### src/rtl/pipe_stage_buf.sv
// Generic pipeline-stage register: one packet plus NUM_WORDS operand words,
// valid/ready handshake with a 2-entry skid buffer and synchronous flush.
module pipe_stage_buf #(
    parameter int WIDTH     = 16,
    parameter int NUM_WORDS = 3,
    parameter int PKT_WIDTH = 32
) (
    input  logic                       clk,
    input  logic                       rst_n,
    input  logic                       flush,
    input  logic                       in_valid,
    output logic                       in_ready,
    input  logic [PKT_WIDTH-1:0]       in_ipacket,
    input  logic [NUM_WORDS*WIDTH-1:0] in_words,
    output logic                       out_valid,
    input  logic                       out_ready,
    output logic [PKT_WIDTH-1:0]       out_ipacket,
    output logic [NUM_WORDS*WIDTH-1:0] out_words,
    output logic [1:0]                 occupancy
);

    localparam int DW = NUM_WORDS * WIDTH;

    typedef enum logic [1:0] {
        ST_EMPTY = 2'd0,
        ST_ONE   = 2'd1,
        ST_TWO   = 2'd2
    } state_e;

    state_e              state_q, state_d;
    logic [PKT_WIDTH-1:0] main_pkt_q, main_pkt_d;
    logic [PKT_WIDTH-1:0] skid_pkt_q, skid_pkt_d;
    logic [DW-1:0]        main_words_q, main_words_d;
    logic [DW-1:0]        skid_words_q, skid_words_d;
    logic                 in_ready_q, in_ready_d;
    logic                 out_valid_q, out_valid_d;
    logic [1:0]           occ_q, occ_d;
    logic                 accept_s;
    logic                 emit_s;

    assign accept_s = in_valid & in_ready_q;
    assign emit_s   = out_valid_q & out_ready;

    // Next-state and payload selection; handshake flags are decoded from the next state
    always_comb begin
        state_d      = state_q;
        main_pkt_d   = main_pkt_q;
        main_words_d = main_words_q;
        skid_pkt_d   = skid_pkt_q;
        skid_words_d = skid_words_q;
        if (flush) begin
            state_d      = ST_EMPTY;
            main_pkt_d   = {PKT_WIDTH{1'b0}};
            main_words_d = {DW{1'b0}};
            skid_pkt_d   = {PKT_WIDTH{1'b0}};
            skid_words_d = {DW{1'b0}};
        end else begin
            case (state_q)
                ST_EMPTY: begin
                    if (accept_s) begin
                        main_pkt_d   = in_ipacket;
                        main_words_d = in_words;
                        state_d      = ST_ONE;
                    end else begin
                        state_d = ST_EMPTY;
                    end
                end
                ST_ONE: begin
                    if (accept_s && emit_s) begin
                        main_pkt_d   = in_ipacket;
                        main_words_d = in_words;
                        state_d      = ST_ONE;
                    end else if (accept_s) begin
                        skid_pkt_d   = in_ipacket;
                        skid_words_d = in_words;
                        state_d      = ST_TWO;
                    end else if (emit_s) begin
                        // Main keeps the last emitted value after a plain drain
                        state_d = ST_EMPTY;
                    end else begin
                        state_d = ST_ONE;
                    end
                end
                ST_TWO: begin
                    if (emit_s) begin
                        main_pkt_d   = skid_pkt_q;
                        main_words_d = skid_words_q;
                        state_d      = ST_ONE;
                    end else begin
                        state_d = ST_TWO;
                    end
                end
                default: state_d = ST_EMPTY;
            endcase
        end

        case (state_d)
            ST_EMPTY: begin in_ready_d = 1'b1; out_valid_d = 1'b0; occ_d = 2'd0; end
            ST_ONE:   begin in_ready_d = 1'b1; out_valid_d = 1'b1; occ_d = 2'd1; end
            ST_TWO:   begin in_ready_d = 1'b0; out_valid_d = 1'b1; occ_d = 2'd2; end
            default:  begin in_ready_d = 1'b1; out_valid_d = 1'b0; occ_d = 2'd0; end
        endcase
    end

    // State, payload and registered handshake flags
    always_ff @(posedge clk or negedge rst_n) begin
        if (!rst_n) begin
            state_q      <= ST_EMPTY;
            main_pkt_q   <= {PKT_WIDTH{1'b0}};
            main_words_q <= {DW{1'b0}};
            skid_pkt_q   <= {PKT_WIDTH{1'b0}};
            skid_words_q <= {DW{1'b0}};
            in_ready_q   <= 1'b1;
            out_valid_q  <= 1'b0;
            occ_q        <= 2'd0;
        end else begin
            state_q      <= state_d;
            main_pkt_q   <= main_pkt_d;
            main_words_q <= main_words_d;
            skid_pkt_q   <= skid_pkt_d;
            skid_words_q <= skid_words_d;
            in_ready_q   <= in_ready_d;
            out_valid_q  <= out_valid_d;
            occ_q        <= occ_d;
        end
    end

    assign in_ready    = in_ready_q;
    assign out_valid   = out_valid_q;
    assign out_ipacket = main_pkt_q;
    assign out_words   = main_words_q;
    assign occupancy   = occ_q;

endmodule

### config.mk
export PLATFORM = sky130hd
export DESIGN_NAME = pipe_stage_buf
export DESIGN_NICKNAME = d
export VERILOG_FILES = /design/src/rtl/pipe_stage_buf.sv
export SDC_FILE = /design/constraint.sdc
export NUM_CORES = 1
export LEC_CHECK = 0
export CORE_MARGIN = 3
export CORE_UTILIZATION = 56
export DETAILED_ROUTE_END_ITERATION = 7
export HOLD_SLACK_MARGIN = 0.06
export PLACE_DENSITY = 0.88
export SLEW_MARGIN = 10
export SYNTH_ARGS = -nofsm -noshare
export SYNTH_HDL_FRONTEND = slang
export SYNTH_SLANG_ARGS = --single-unit
### constraint.sdc
create_clock -name clk -period 4.4 [get_ports clk]
set_input_delay 1.1 -clock clk [delete_from_list [all_inputs] [get_ports clk]]
set_output_delay 1.1 -clock clk [all_outputs]
set_load 0.05 [all_outputs]
==> results of run 1 <==
[cell families after synthesis]
family / Yosys count
AOI/OAI and AO/OA: 330
adders and majority gates: 3
buffers and inverters: 117
DFF: 166
and+or+nand+nor: 249
[cell usage in the layout (no fill, tap or decap), types with 3 or more instances in the layout]
cell             synthesis  final
bufinv_16                0      4
clkbuf_1                96      4
a21oi_1                 84     84
clkdlybuf4s50_1          0    166
a2111oi_0               80     80
buf_4                    0     20
dfrtp_1                165    165
nand2_1                161    161
a311oi_1                80     80
clkbuf_16                0     17
buf_12                   0      3
ha_1                     3      3
o21ai_0                 81     81
nand3_1                 80     80
clkinv_2                 0      4
[state kept, by name, indices dropped and copies added (netlist names)]
signal and flops:
out_valid 1, in_ready 1, skid_pkt_q 32, state_q 2, out_words 48, skid_words_q 48
out_ipacket 32, occupancy 2
[where the power goes]
group | internal (mW) | switching [mW] | total (mW) | leakage [nW]
Sequential | 1.68 | 0.106 | 1.79 | 2.23
Combinational | 0.462 | 0.977 | 1.44 | 1.51
Clock | 0.977 | 0.597 | 1.57 | 0.305
[final cells by class]
type	instances	area share, %
Clock buffer	23	4.55
Clock inverter	9	1.45
Inverter	2	0.0729
Multi-Input combinational cell	582	33.1
Sequential cell	166	40.4
Tap cell	180	2.19
Timing Repair Buffer	190	18.3
[Yosys cell counts, types with 3 or more instances]
master,instances,share of area [%]
dfrtp_1,165,51
nand2_1,161,7.5
clkbuf_1,96,4.5
a21oi_1,84,5.2
o21ai_0,81,5.0
a2111oi_0,80,8.7
a311oi_1,80,8.7
nand3_1,80,5.0
buf_6,10,1.4
buf_1,5,0.23
buf_2,4,0.25
ha_1,3,0.47
[routing by layer]
layer | vias up | share of wire, % | wire [µm] | track usage (%)
met5 | - | 0 | 0 | 0
met4 | 0 | 3.4 | 816 | 12.4
met3 | 72 | 8.0 | 1940 | 5.94
met2 | 463 | 49 | 11900 | 46.8
met1 | 3821 | 39 | 9490 | 41.4
li1 | 3449 | - | - | -
[critical path, cell delays in order]
cell             delay [ns]
clkdlybuf4s50_1        0.57
and4b_2                0.61
buf_4                  0.58
a2111oi_0              0.19
a311oi_1               0.34
[stage by stage]
| step | instance area [µm²] | instances |
|---|---|---|
| finish | 10300 | 1152 |
| global route | 10300 | 1152 |
| CTS | 10300 | 1152 |
| detailed placement | 9670 | 1120 |
| global placement | 9670 | 1120 |
| floorplan | 8050 | 865 |
[final timing paths]
check	endpoint	start
worst max-delay path	out_words[19]	out_ready
worst min-delay path	skid_pkt_q[16]	skid_pkt_q[16]
worst max register to register	out_valid	state_q[1]
worst min register to register	skid_pkt_q[16]	skid_pkt_q[16]
max in group asynchronous	skid_words_q[7]	rst_n
min in group asynchronous	skid_words_q[10]	rst_n
==> run metrics, run 1 <==
result of the run finished, final reports clean; mapped cell area about 8100 µm²; Startpoint Class input port; TritonCTS clock tree built; Port Buffers between 150 and 200; Arr. time, crit path roughly 3.4 ns; Achievable Freq approximately 320 MHz; #FFs+latches synth ~170; Synth Flop Type dfrtp_1; RSZ-0062 raised after global routing no; Worst Path Required 4.71 ns; H-tree depth 4; Pwr Total 4.80 mW; final setup TNS 0 ns; DRC viols 0; R2R depth 6; Hold Buf Count CTS 0; CTS clk-pin slew, worst paths roughly 0.06 ns; die span in y ~130 µm; Rel. slew slack around 25%; post-synthesis xor/xnor area fraction 0%; Core Area approximately 14000 µm²; later-pin clock latency in the skew report 0.43 ns; Routability Congestion 0.810; Detailed Place HPWL 13.9 mm; Worst Tran Pin Value approximately 1.1 ns; Synth Area in Compound Gates 28.2%; vias per std cell ~6.8; post-CTS sizing 0; die footprint ~16000 µm²; final WL 24.1 mm; ant diodes 0; Max Cap Viol 0; register area between 4000 and 5000 µm²; # rows 43; vias in the first global route about 7300; final setup vio count 0; die width ~130 µm; Async S/R FF share, synth 100%; Hold Path Stages 2; Final Hold Vio Count 0; part of the cycle the worst path needs between 70% and 80%; crit-path max FO 53; maximum VDD drop between 0.3 and 0.4 mV; Via Count a little under 8000; largest family of logic cells by synthesized area compound AO/OA/AOI/OAI gates; adder-cell share of the synthesized area less than 1%; antenna violations before repair 0; clk root buf clkbuf_16; GRT Total Usage approximately 30%; Initial DRT Pass Iterations 6; Hold Crit Class flip-flop to flip-flop; Finished Core Util 73.6%; mux cell area share after synthesis 0%; Initial Util roughly 58%; Mapped Cells 865; largest net degree at the start of global routing between 90 and 100; I/O pins about 170; sequential share of the synthesized area just over 50%; routed len/inst 20.9 µm; Final Skew about 0.008 ns; multi-input logic area between 3000 and 4000 µm²; DRT antenna net count 0; share of cells above drive strength 1 under 10%; Final Max Slew Viols 0; YS warnings 0; R2R Setup Slk approximately 2.0 ns; simple-gate portion of the synthesized area between 10% and 20%; Unique masters post-synth 26; NumNets Final ~1000; post-synth net total about 950; Fillers 1000; Pleak around 4 nW; first-pass GRT wire length approximately 39 mm; CTS Buf Count 17; setup bufs post-CTS 0; clk buf depth 2; average cell area after synthesis 9.31 µm²; area growth from synthesis to layout 27.8%; worst setup margin roughly 1.3 ns; min Tclk post-route 3.09 ns; Initial DRC Count between 1000 and 1500; clock sink count roughly 170; kind of end point of the critical path flip-flop; hold_ws roughly 0.54 ns; EDFF count, synth 0; pre-CTS WS about 0.96 ns; total grt overflow 0; Crit Path Class input port to flip-flop; Pwr per Cell Area ~470 nW/µm²
(Power assumes the default switching activity.)
==> run 2: changes to the inputs <==
--- a/config.mk
+++ b/config.mk
@@ -6,10 +6,10 @@
 export NUM_CORES = 1
 export LEC_CHECK = 0
 export CORE_MARGIN = 3
-export CORE_UTILIZATION = 56
+export CORE_UTILIZATION = 52
 export DETAILED_ROUTE_END_ITERATION = 7
 export HOLD_SLACK_MARGIN = 0.06
-export PLACE_DENSITY = 0.88
+export PLACE_DENSITY = 0.82
 export SLEW_MARGIN = 10
 export SYNTH_ARGS = -nofsm -noshare
 export SYNTH_HDL_FRONTEND = slang
==> constraint.sdc (replaced) <==
create_clock -name clk -period 3 [get_ports clk]
set_input_delay 0.75 -clock clk [delete_from_list [all_inputs] [get_ports clk]]
set_output_delay 0.75 -clock clk [all_outputs]
set_load 0.05 [all_outputs]
==> run 2 against run 1 <==
Net effect: sequential power is 46% higher; routed wire length is 2.4% lower; count of clock-buffer cells in the layout is 3 higher; largest cell class unchanged; final cell count is 0.69% higher; utilization is 4.4 points lower; first-iteration DRC count is 8.4% lower; die area is 7.3% higher; register-to-register slack worse by 0.90 ns; sequential cell count stayed put.
==> run metrics, run 2 (synthesis results as in run 1) <==
most frequent cells in the layout 166 x clkdlybuf4s50_1, 165 x dfrtp_1, 161 x nand2_1, 84 x a21oi_1, 81 x o21ai_0 (unchanged); final setup vio count 0 (unchanged); Initial DRC Count 1146 (was 1251); max incr delay on CP 0.84 ns (was 0.61 ns); clk root buf clkbuf_16 (unchanged); Rel. slew slack 58.4% (was 24.7%); Core Area 14900 µm² (was 14000 µm²); Routability Congestion 0.818 (was 0.810); clk buf depth 2 (unchanged); cell depth of the worst setup path 1 (was 5); DRT antenna net count 0 (unchanged); TritonCTS clock tree built (unchanged); vias per std cell 6.51 (was 6.78); Clk pwr share 29.0% (was 32.8%); final setup TNS 0 ns (unchanged); post-CTS sizing 0 (unchanged); antenna violations before repair 0 (unchanged); crit-path max FO 5 (was 53); CTS Buf Count 17 (unchanged); routed len/inst 20.3 µm (was 20.9 µm); Final Skew 0.0125 ns (was 0.00814 ns); part of the power in registers 39.0% (was 37.3%); Pwr per Cell Area 649 nW/µm² (was 467 nW/µm²); kind of end point of the critical path output pin (was flip-flop); result of the run finished, final reports clean (unchanged); NumNets Final 1053 (was 1047); FF-to-FF Start in_ready (was state_q[1]); DRC viols 0 (unchanged); Final Max Slew Viols 0 (unchanged); Detailed Place HPWL 13.7 mm (was 13.9 mm); first-pass GRT wire length 37.1 mm (was 38.7 mm); Achievable Freq just under 400 MHz; part of the cycle the worst path needs 85.4%; worst path bufs/invs 1 (was 2); Via Count 7548 (was 7805); Hold Buf Count CTS 0 (unchanged); top cell family by delay on the critical path buffers and inverters (unchanged); Initial DRT Pass Iterations 5 (was 6); R2R depth 4 (was 6); later-pin clock latency in the skew report 0.42 ns (was 0.43 ns); CP max-delay cell clkdlybuf4s50_1 (was and4b_2); largest net degree at the start of global routing 87 (was 96); vias in the first global route 7322 (was 7331); Pleak 4.04 nW (was 4.05 nW); Max Cap Viol 0 (unchanged); ant diodes 0 (unchanged); Arr. time, crit path 1.81 ns (was 3.41 ns); Port Buffers 168 (unchanged); # rows 44 (was 43); Hold Crit Class input port to async pin (was flip-flop to flip-flop); H-tree depth 4 (unchanged); clock sink count 166 (unchanged); die span in y 130 µm (was 126 µm); share of cells above drive strength 1 6.56% (was 6.38%); dpl cell area 9770 µm² (was 9670 µm²); switching part of the total 35.9% (was 35.0%); maximum VDD drop 0.480 mV (was 0.328 mV); final WL 23.6 mm (was 24.1 mm); most common cell after layout, fill and taps aside clkdlybuf4s50_1 (unchanged); I/O pins 169 (unchanged); Comb power frac 32.0% (was 30.0%); CP cell instances clkdlybuf4s50_1 (was clkdlybuf4s50_1 > and4b_2 > buf_4 > a2111oi_0 > a311oi_1); cell area after layout 10300 µm² (about the same); GRT Total Usage 27.4% (was 29.9%); Final Hold Vio Count 0 (unchanged); RSZ-0062 raised after global routing no (unchanged); Startpoint Class flip-flop (was input port); die footprint 17000 µm² (was 15800 µm²); area growth from synthesis to layout 27.8% (about the same); Net Sw Power 2.40 mW (was 1.68 mW); Crit Path Class flip-flop to output pin (was input port to flip-flop); CTS clk-pin slew, worst paths 0.06 ns (about the same); R2R Setup Slk 1.12 ns (was 2.02 ns); Worst Setup SP in_ready (was out_ready); Worst Tran Pin Value 0.609 ns (was 1.13 ns); die width 130 µm (was 126 µm); min Tclk post-route between 2 and 3 ns; Worst Path Required 2.25 ns (was 4.71 ns); Pint 4.28 mW (was 3.12 mW); setup bufs post-CTS 0 (unchanged); total grt overflow 0 (unchanged); Fillers 1159 (was 1000); RR Endpoint out_words[33] (was out_valid); Initial Util 54.2% (was 57.5%)
[run 2: changes by cell type in the layout (fill, tap and decap cells not counted)]
cell / delta
buf_12: +4
bufinv_16: -4
buf_4: +2
clkbuf_1: +2
clkbuf_8: +1
clkinv_2: -1
clkinv_4: -1
clkinvlp_4: +1
[run 2: worst max-delay path by stage]
| stage | slack, ns | to |
|---|---|---|
| after floorplan | 0.90 | out_valid |
| after global placement | 0.49 | out_ipacket[5] |
| after detailed placement | 0.43 | out_words[30] |
| after CTS | 0.41 | in_ready |
| after global routing | 0.38 | in_ready |
| final | 0.44 | in_ready |
[run 2: power by group through the flow]
stage	sequential [mW]	clock (mW)	combinational, mW
after detailed placement	2.64	0	2.13
final	2.61	1.94	2.14
after CTS	2.61	1.96	2.14
after floorplan	3.22	0	0.758
after global routing	2.63	2.06	2.26
after global placement	2.64	0	2.10
[run 2: cell type report]
| cell class | count | area (µm²) | share of cell area, % |
|---|---|---|---|
| clock buffers | 26 | 489 | 4.76 |
| clock inverters | 4 | 22.5 | 0.219 |
| inverters | 2 | 7.51 | 0.0730 |
| multi-input cells | 582 | 3400 | 33.1 |
| flip-flops and latches | 166 | 4160 | 40.4 |
| well taps | 184 | 230 | 2.24 |
| repair buffers | 196 | 1980 | 19.2 |
[run 2: per-stage QoR]
step | total power [mW] | utilization (%) | instances | hold slack (ns) | worst slack (ns)
global placement | 4.74 | 65.8 | 1130 | 0.527 | 0.491
finish | 6.68 | 69.2 | 1160 | 0.146 | 0.438
detailed placement | 4.77 | 65.8 | 1130 | 0.535 | 0.435
floorplan | 3.98 | - | 865 | 0.454 | 0.897
global route | 6.95 | 69.2 | 1160 | 0.135 | 0.377
CTS | 6.70 | 69.2 | 1160 | 0.130 | 0.407
[run 2: per-layer routing]
| layer | part of all wire [%] | track usage, % | up-vias |
|---|---|---|---|
| li1 | - | - | 3458 |
| met1 | 41 | 37.7 | 3666 |
| met2 | 49 | 43.5 | 380 |
| met3 | 7.3 | 4.55 | 44 |
| met4 | 2.8 | 11.3 | 0 |
| met5 | 0 | 0 | - |
==> edit: new RTL, settings of run 1 <==
Reset style: synchronous (`rst_n`), changed in one clocked block.
--- a/src/rtl/pipe_stage_buf.sv
+++ b/src/rtl/pipe_stage_buf.sv
@@ -103,7 +103,7 @@
     end
 
     // State, payload and registered handshake flags
-    always_ff @(posedge clk or negedge rst_n) begin
+    always_ff @(posedge clk) begin
         if (!rst_n) begin
             state_q      <= ST_EMPTY;
             main_pkt_q   <= {PKT_WIDTH{1'b0}};
Behaviour: differs if rst_n is asserted again (counterexample within 4 cycles, from zero or initial values and one cycle with rst_n low); with rst_n held inactive, the same outputs for 4 cycles.
==> edit against run 1 <==
Via count shrank 10%; clock skew grew 0.00080 ns; setup slack lost 0.049 ns; routed wire length shrank 11%; area after synthesis shrank 8.3%; sequential cell count is the same; critical path depth is the same; cell area shrank 6.9%; die area shrank 7.9%; final cell count shrank 7.7%; critical endpoint is now out_ipacket[18]$_SDFFE_PP0P_.
Power is not compared: it rests on default switching activity, and its combinational part moved more than twofold at a synthesized area within 25%.
==> edit: results (changes against run 1) <==
stage;metric;value;unit;change
global_route;gr-usage-all-layers;28.57;%;was 29.93%
global_route;grt_max_degree;103;;was 96
synthesis;ys_seq_area_share;45.03;%;was 51.62%
synthesis;post_synth_mux_area_share;10.85;%;was 0%
synthesis;synthAdderAreaFrac;0.5086;%;was 0.4663%
route;drt-wirelength-per-cell;20.22;um;was 20.95 um
placed_design;routabilityCongestion;0.8488;;was 0.8103
route;wl;21490;um;was 24,130 um
synthesis;synthArstFlopShare;0;%;was 100.0%
status;status;complete, no violations;;unchanged
worst_setup_path;arrival;3.45;ns;was 3.41 ns
finish;fin_nets;966;;was 1,047
sta;clock_skew;0.008942;ns;was 0.008141 ns
synthesis;synth_common_cells;166 x dfxtp_1, 83 x a21oi_1, 82 x a211oi_1;;was 165 x dfrtp_1, 161 x nand2_1, 96 x clkbuf_1
synthesis;synth_compound_area_share;29.60;%;was 28.18%
worst_setup_path;crit_fanout;45;;was 53
worst_setup_path;critPathMaxStageDelay;0.73;ns;was 0.61 ns
cts;cts_max_level;4;;unchanged
route;drt-vias-per-instance;6.589;;was 6.775
placed_design;place_area;8931;um^2;was 9674 um^2
synthesis;synthTopCellsByArea;dfxtp_1 45%, mux2i_1 11%, a2111oi_0 9.5%;;was dfrtp_1 51%, a2111oi_0 8.7%, a311oi_1 8.7%
route;drt_iter0_markers;920;;was 1,251
global_route;grt_pass1_wl;33760;um;was 38,720 um
synthesis;synth_nets;869;;was 953
route;dr.pass1.iters;5;;was 6
sta;slew_headroom;39.97;%;was 24.66%
synthesis;syn_inst;781;;was 865
placed_design;dpl.cell_count;1031;;was 1,120
placed_design;place.detailed.hpwl;12980;um;was 13,890 um
global_route;first_global_vias;6712;;was 7,331
-- edit: cell types whose count changed in the layout (fill, tap and decap cells not counted), sizes merged, moves of 8 or more --
cell and change:
dfrtp -165, dfxtp +166, a311oi -80, buf -8
nand2 -157, mux2i +80, a211oi +82
-- edit: path summary, 6_finish.rpt --
check | start | end | slack (ns) | cells after the start
max | out_ready | out_ipacket[18]$_SDFFE_PP0P_ | 1.26 | 5
min | skid_words_q[43]$_SDFFE_PP0P_ | skid_words_q[43]$_SDFFE_PP0P_ | 0.47 | 2
max reg2reg | state_q[1]$_SDFF_PN0_ | out_ipacket[18]$_SDFFE_PP0P_ | 1.97 | 4
min reg2reg | skid_words_q[43]$_SDFFE_PP0P_ | skid_words_q[43]$_SDFFE_PP0P_ | 0.47 | 2
-- edit: worst max-delay path: cells and delay by family --
family	cells	cell delay, ns
AO/OA/AOI/OAI	2	0.54
buffers and inverters	2	1.06
AND/OR/NAND/NOR	1	0.73
-- edit: cells by family (layout without fill, tap and decap cells) --
kind of cell / after synthesis / count (layout)
AO/OA/AOI/OAI: 331 / 331
adder cells (fa/ha/maj): 3 / 3
buffers and inverters: 106 / 216
flip-flops: 166 / 166
multiplexers: 80 / 80
AND/OR/NAND/NOR: 95 / 95
-- edit: per-layer routing --
layer / GRT usage [%] / up-vias / part of all wire (%)
met2: 46.91 / 357 / 49
met3: 6.221 / 60 / 7.7
li1: - / 3227 / -
met4: 13.95 / 0 / 3.6
met5: 0 / - / 0
met1: 35.62 / 3360 / 40
-- edit: power groups by stage --
stage | clock network, mW | registers (mW) | logic [mW]
after global placement | 0 | 1.61 | 0.568
final | 1.62 | 1.58 | 0.594
after floorplan | 0 | 1.74 | 0.240
after detailed placement | 0 | 1.61 | 0.585
after global routing | 1.68 | 1.58 | 0.629
after CTS | 1.63 | 1.58 | 0.589
-- edit: final cells by class --
cell class / count / area [um^2]
tap: 172 / 215.2
timing repair buffer: 184 / 1839
clock buffer: 19 / 442.9
sequential: 166 / 3323
fill: 857 / 3196
clock inverter: 13 / 203.9
multi-input combinational: 509 / 3553
-- edit: stage by stage --
step           utilization [%]  setup WS (ns)
6_report                 74.98          1.257
4_1_cts                  74.98          1.333
5_1_grt                  74.98          1.128
2_1_floorplan                -          1.929
3_3_place_gp             69.92          1.006
3_5_place_dp             69.92         0.9162
